### config.mk
export PLATFORM = sky130hd
export DESIGN_NAME = sm5_w_shifter
export DESIGN_NICKNAME = d
export VERILOG_FILES = /design/src/rtl/sm5_w_shifter.sv
export SDC_FILE = /design/constraint.sdc
export NUM_CORES = 1
export LEC_CHECK = 0
export ABC_AREA = 1
export BUFFER_PORTS_ARGS = -buffer_cell sky130_fd_sc_hd__buf_2
export CORE_ASPECT_RATIO = 1.2
export CORE_MARGIN = 4
export CORE_UTILIZATION = 49
export DETAILED_ROUTE_END_ITERATION = 8
export GPL_TIMING_DRIVEN = 0
export PLACE_DENSITY = 0.88
export SLEW_MARGIN = 20
export SYNTH_ARGS = -nofsm -noshare
export SYNTH_HDL_FRONTEND = slang
export SYNTH_SLANG_ARGS = --single-unit
### constraint.sdc
create_clock -name clk -period 1.95 [get_ports clk]
set_clock_uncertainty 0.05 [all_clocks]
set_input_delay 0.39 -clock clk [delete_from_list [all_inputs] [get_ports clk]]
set_output_delay 0.39 -clock clk [all_outputs]
set_load 0.02 [all_outputs]
### src/rtl/sm5_w_shifter.sv
// sm5_w_shifter: SM5 W'/W digit shift register plus free-running LCD digit scanner.
// Latency: commands show on w_prime_out/w_out one cycle after the command edge; scan outputs change on prescaler wrap.
// Backpressure: none; every cmd_valid cycle is executed, the scanner never stalls.
//
// Ports:
//   clk, reset_n                  clock, asynchronous active-low reset
//   cmd_valid, cmd_op[2:0]        command strobe and opcode (NOP WR WS DTW PDTW TW PTW CLR)
//   acc[3:0], lcd_cn, m_prime     operands from the decoder (Acc, CN, m')
//   blank                         forces scan_strobe/scan_seg to zero, combinationally
//   w_prime_out, w_out            W' and W, position i at bits [4i+3:4i]
//   scan_idx, scan_strobe         current digit and its one-hot enable
//   scan_seg, frame_start         nibble for scan_idx, one-cycle pulse when scan_idx wraps to 0
module sm5_w_shifter #(
  parameter int W_LENGTH = 9,
  parameter int SCAN_DIV = 64
) (
  input  logic                          clk,
  input  logic                          reset_n,
  input  logic                          cmd_valid,
  input  logic [2:0]                    cmd_op,
  input  logic [3:0]                    acc,
  input  logic                          lcd_cn,
  input  logic                          m_prime,
  input  logic                          blank,
  output logic [4*W_LENGTH-1:0]         w_prime_out,
  output logic [4*W_LENGTH-1:0]         w_out,
  output logic [$clog2(W_LENGTH)-1:0]   scan_idx,
  output logic [W_LENGTH-1:0]           scan_strobe,
  output logic [3:0]                    scan_seg,
  output logic                          frame_start
);

  localparam int L  = W_LENGTH;
  localparam int H  = L - 1;
  localparam int IW = $clog2(L);
  localparam int PW = $clog2(SCAN_DIV);

  typedef enum logic [2:0] {
    OP_NOP  = 3'd0,
    OP_WR   = 3'd1,
    OP_WS   = 3'd2,
    OP_DTW  = 3'd3,
    OP_PDTW = 3'd4,
    OP_TW   = 3'd5,
    OP_PTW  = 3'd6,
    OP_CLR  = 3'd7
  } op_e;

  logic [L-1:0][3:0] r_wp;
  logic [L-1:0][3:0] r_w;
  logic [PW-1:0]     r_presc;
  logic [IW-1:0]     r_idx;
  logic [L-1:0]      r_strobe;
  logic [3:0]        r_seg;
  logic              r_frame;

  op_e               w_op;
  logic [3:0]        w_digit;
  logic [3:0]        w_shift_val;
  logic              w_wrap;
  logic [IW-1:0]     w_idx_nxt;

  // Segment-decoder PLA, indexed by {CN, Acc}.
  function automatic logic [3:0] pla_rom(input logic [4:0] a);
    logic [3:0] d;
    d = 4'h0;
    case (a)
      5'h00: d = 4'he;  5'h01: d = 4'h0;  5'h02: d = 4'hc;  5'h03: d = 4'h8;
      5'h04: d = 4'h2;  5'h05: d = 4'ha;  5'h06: d = 4'he;  5'h07: d = 4'h2;
      5'h08: d = 4'he;  5'h09: d = 4'ha;  5'h0a: d = 4'h0;  5'h0b: d = 4'h0;
      5'h0c: d = 4'h2;  5'h0d: d = 4'ha;  5'h0e: d = 4'h2;  5'h0f: d = 4'h2;
      5'h10: d = 4'hb;  5'h11: d = 4'h9;  5'h12: d = 4'h7;  5'h13: d = 4'hf;
      5'h14: d = 4'hd;  5'h15: d = 4'he;  5'h16: d = 4'he;  5'h17: d = 4'hb;
      5'h18: d = 4'hf;  5'h19: d = 4'hf;  5'h1a: d = 4'h4;  5'h1b: d = 4'h0;
      5'h1c: d = 4'hd;  5'h1d: d = 4'he;  5'h1e: d = 4'h4;  5'h1f: d = 4'h0;
      default: d = 4'h0;
    endcase
    return d;
  endfunction

  assign w_op    = op_e'(cmd_op);
  // m' only sets bit 0 on the CN=0 half of the PLA.
  assign w_digit = pla_rom({lcd_cn, acc}) | {3'b000, ~lcd_cn & m_prime};

  assign w_shift_val = (w_op == OP_WR) ? {1'b0, acc[2:0]} :
                       (w_op == OP_WS) ? {1'b1, acc[2:0]} : w_digit;

  // W'/W command execution.
  always_ff @(posedge clk or negedge reset_n) begin
    if (!reset_n) begin
      r_wp <= '0;
      r_w  <= '0;
    end else if (cmd_valid) begin
      case (w_op)
        OP_WR, OP_WS, OP_DTW: begin
          for (int i = 0; i < H; i++) r_wp[i] <= r_wp[i+1];
          r_wp[H] <= w_shift_val;
        end
        OP_PDTW: begin
          r_wp[H-1] <= r_wp[H];
          r_wp[H]   <= w_digit;
        end
        OP_TW:  r_w <= r_wp;
        OP_PTW: begin
          r_w[H]   <= r_wp[H];
          r_w[H-1] <= r_wp[H-1];
        end
        OP_CLR: begin
          r_wp <= '0;
          r_w  <= '0;
        end
        default: ;
      endcase
    end
  end

  assign w_wrap    = (r_presc == PW'(SCAN_DIV - 1));
  assign w_idx_nxt = (r_idx == IW'(H)) ? '0 : r_idx + IW'(1);

  // Scanner. r_w is read before this edge's command lands, so a TW on a
  // wrap edge leaves the previous nibble on scan_seg for that slot.
  always_ff @(posedge clk or negedge reset_n) begin
    if (!reset_n) begin
      r_presc  <= '0;
      r_idx    <= '0;
      r_strobe <= '0;
      r_seg    <= '0;
      r_frame  <= 1'b0;
    end else if (w_wrap) begin
      r_presc  <= '0;
      r_idx    <= w_idx_nxt;
      r_seg    <= r_w[w_idx_nxt];
      r_strobe <= L'(1) << w_idx_nxt;
      r_frame  <= (w_idx_nxt == '0);
    end else begin
      r_presc  <= r_presc + PW'(1);
      r_frame  <= 1'b0;
    end
  end

  assign w_prime_out = r_wp;
  assign w_out       = r_w;
  assign scan_idx    = r_idx;
  assign frame_start = r_frame;
  // Blanking gates the registered outputs without disturbing the scan position.
  assign scan_strobe = blank ? '0 : r_strobe;
  assign scan_seg    = blank ? 4'h0 : r_seg;

endmodule

==> metrics.md <==
| Metric | Value |
|---|---|
| Status | `complete, no violations` |
| Starting density of the core | `0.508` |
| Final Power | `5.36 mW` |
| Worst-skew pair later-pin latency | `0.37 ns` |
| RePlAce Congestion | `0.896` |
| Setup TNS | `0 ns` |
| Placed cells | `786` |
| Synthesized netlist net count | `589` |
| FP Rows | `38` |
| Worst-margin pin slew | `0.469 ns` |
| Crit-path cells | `buf_4 > ha_1 > inv_1 > nor2_1 > o21ai_4 > buf_4 > inv_1 > nand3_1 > nand3_1 > a21oi_1` |
| Vias per cell | `5.34` |
| Fin. max-slew vios | `0` |
| Max clock buf depth | `2` |
| DIE AREA | `11,100 um^2` |
| Crit path max-delay cell type | `dfrtp_2` |
| Crit. End Element | `flop` |
| Fin util | `0.616` |
| TritonCTS buffer count | `9` |
| Cell Area, Synth | `4630 um^2` |
| 1st-iter DRT viols | `277` |
| First-pass GRT wire length | `20,500 um` |
| I/O pin count | `103` |
| Fraction of layout cells with a size suffix above 1 | `0.233` |
| CTS H-tree depth | `3` |
| CP peak stage delay | `0.46 ns` |
| Crit Path Max Fanout | `5` |
| Max Fclk | `0.549 GHz` |
| Min Clock Period, post-route | `1.82 ns` |
| Setup Viol. Count Final | `0` |
| Via count | `4,322` |
| Synthesis-to-finish area growth | `21.3%` |
| Final wirelength | `12,300 um` |
| Req. time, crit path | `2.18 ns` |
| Number of fill cells | `766` |
| Dpl hpwl | `9200 um` |
| Leak | `2.97 nW` |
| Syn_area_per_cell | `8.21 um^2` |
| Antenna diode count | `0` |
| Clock Pin Slew Worst Setup and Hold Paths | `0.09 ns` |
| CP bufs+invs | `4` |
| Vias in the first global route | `4,278` |
| Slew HR | `0.686` |
| Max-cap viol count | `0` |
| Reg area | `2400 um^2` |
| Largest net degree at the start of global routing | `87` |
| Grt total ovfl | `0` |
| Antenna violations before repair | `0` |
| GRT Overall Usage | `0.226` |
| CTS tree | `done` |
| IO buf count | `101` |
| PwrDens | `953 nW/um^2` |
| Seq cells post-synth | `96` |
| Worst Setup Slack, final | `0.129 ns` |
| WP data arrival | `2.05 ns` |
| Fin crit share | `0.934` |
| Pre-CTS setup slack | `-0.200 ns` |
| Endpoints failing hold | `0` |
| DR pass1 iterations | `4` |
| WL/cell | `15.2 um` |
| Synthesized instance count | `564` |
| Post-synth EDFFs | `0` |
| Final Non-Filler Cells | `810` |
| Drt drc | `0` |
| Kind of critical path | `reg -> reg` |
| Die height | `115 um` |
| CP startpoint kind | `flop` |
| Unique masters post-synth | `30` |
| Nets | `710` |
| Crit-path leading delay family | `flip-flops` |
| Synth Flop Type | `dfrtp_1` |
| Antenna-violating nets left | `0` |
| Hold crit path type | `in -> reg` |
| Max VDD drop | `0.647 mV` |
| Clock Sinks | `96` |
| Core ar. | `9130 um^2` |
| Chip width | `96.8 um` |
| Yosys warnings | `0` |
| Multi-input gate area | `1890 um^2` |
| Seq/Total Area, Yosys | `0.518` |
| CTS root buf | `clkbuf_8` |
| Ys async rst share | `1.00` |
==> through the flow <==
step,cell area [um^2],hold slack [ns]
CTS,5550,0.327
detailed placement,5320,0.158
floorplan,4630,0.0444
global placement,5290,0.399
global route,5620,0.342
finish,5620,0.330
==> routing by layer <==
| metal | vias up | global-route usage | share of wire |
|---|---|---|---|
| met3 | 37 | 0.0311 | 0.062 |
| met5 | - | 0 | 0 |
| li1 | 2057 | - | - |
| met1 | 2046 | 0.280 | 0.40 |
| met2 | 182 | 0.387 | 0.50 |
| met4 | 0 | 0.117 | 0.039 |
==> logic make-up after synthesis <==
logic type | after synthesis | synth area share
simple gates | 243 | 0.221
compound gates | 125 | 0.141
flops | 96 | 0.518
buf+inv | 84 | 0.0791
fa+ha+maj | 12 | 0.0324
xor+xnor | 4 | 0.00756
==> cell type report <==
cell class / count / area share
Sequential cell: 96 / 0.428
Tap cell: 120 / 0.0267
Inverter: 61 / 0.0416
Clock inverter: 5 / 0.0114
Multi-Input combinational cell: 384 / 0.336
Buffer: 22 / 0.0231
Timing Repair Buffer: 111 / 0.108
Clock buffer: 11 / 0.0252
==> power breakdown <==
group | switching (mW) | internal, mW | total [mW]
combinational | 0.969 | 0.460 | 1.43
clock | 0.701 | 0.640 | 1.34
sequential | 0.283 | 2.30 | 2.59
==> layout by cell type, fill, tap and decap left out, drive strengths merged <==
| master | n |
|---|---|
| a21oi | 30 |
| a31oi | 2 |
| buf | 124 |
| bufinv | 1 |
| clkbuf | 19 |
| clkinv | 1 |
| clkinvlp | 1 |
| dfrtp | 96 |
| dlygate4sd3 | 1 |
| ha | 12 |
| inv | 63 |
| nand2 | 161 |
| nand3 | 27 |
| nand3b | 2 |
| nand4 | 1 |
| nor2 | 52 |
| o21ai | 85 |
| o22ai | 7 |
| o31ai | 1 |
| xnor2 | 1 |
| xor2 | 3 |
==> registers in the layout (all words and copies together) (netlist names) <==
name	cells
r_strobe	9
w_prime_out	36
r_presc	6
frame_start	1
r_seg	4
w_out	36
scan_idx	4
==> synthesized netlist by cell type (2+ instances only) <==
| cell | number | area (um^2) |
|---|---|---|
| buf_6 | 4 | 45.0 |
| nor2_4 | 3 | 33.8 |
| a21oi_1 | 30 | 150 |
| buf_2 | 8 | 40.0 |
| xor2_1 | 3 | 26.3 |
| a31oi_1 | 2 | 12.5 |
| ha_1 | 12 | 150 |
| nand3_1 | 25 | 125 |
| inv_1 | 59 | 221 |
| buf_4 | 3 | 22.5 |
| nor2_1 | 48 | 180 |
| o22ai_1 | 7 | 43.8 |
| nand3b_1 | 2 | 15.0 |
| o21ai_1 | 21 | 105 |
| dfrtp_1 | 96 | 2400 |
| nand2_1 | 158 | 593 |
| inv_2 | 2 | 7.51 |
| o21ai_0 | 62 | 310 |
| clkbuf_1 | 8 | 30.0 |
==> repair_timing <==
action / in CTS / in global routing
buffers inserted: 0 / 8
setup endpoints to repair: 7 / 6
pin swaps: 0 / 4
resized for setup: 4 / 8
hold endpoints to repair: 10 / 0
hold buffers: 1 / 0
==> path summary, 6_finish.rpt <==
| kind | endpoint | slack, ns | startpoint | cells past startpoint |
|---|---|---|---|---|
| max | r_seg[3] | 0.13 | scan_idx[0] | 10 |
| min | w_prime_out[32] | 0.33 | acc[0] | 3 |
| max reg2reg | r_seg[3] | 0.13 | scan_idx[0] | 10 |
| min reg2reg | r_presc[0] | 0.44 | r_presc[0] | 1 |
| max in group asynchronous | scan_idx[0] | 0.86 | reset_n | 3 |
| min in group asynchronous | w_prime_out[16] | 0.35 | reset_n | 2 |
==> tightest hold or removal path: stages <==
cell,delay (ns)
buf_2,0.14
nand3_1,0.09
a31oi_1,0.08
No activity file was read; power rests on OpenSTA's default activity.
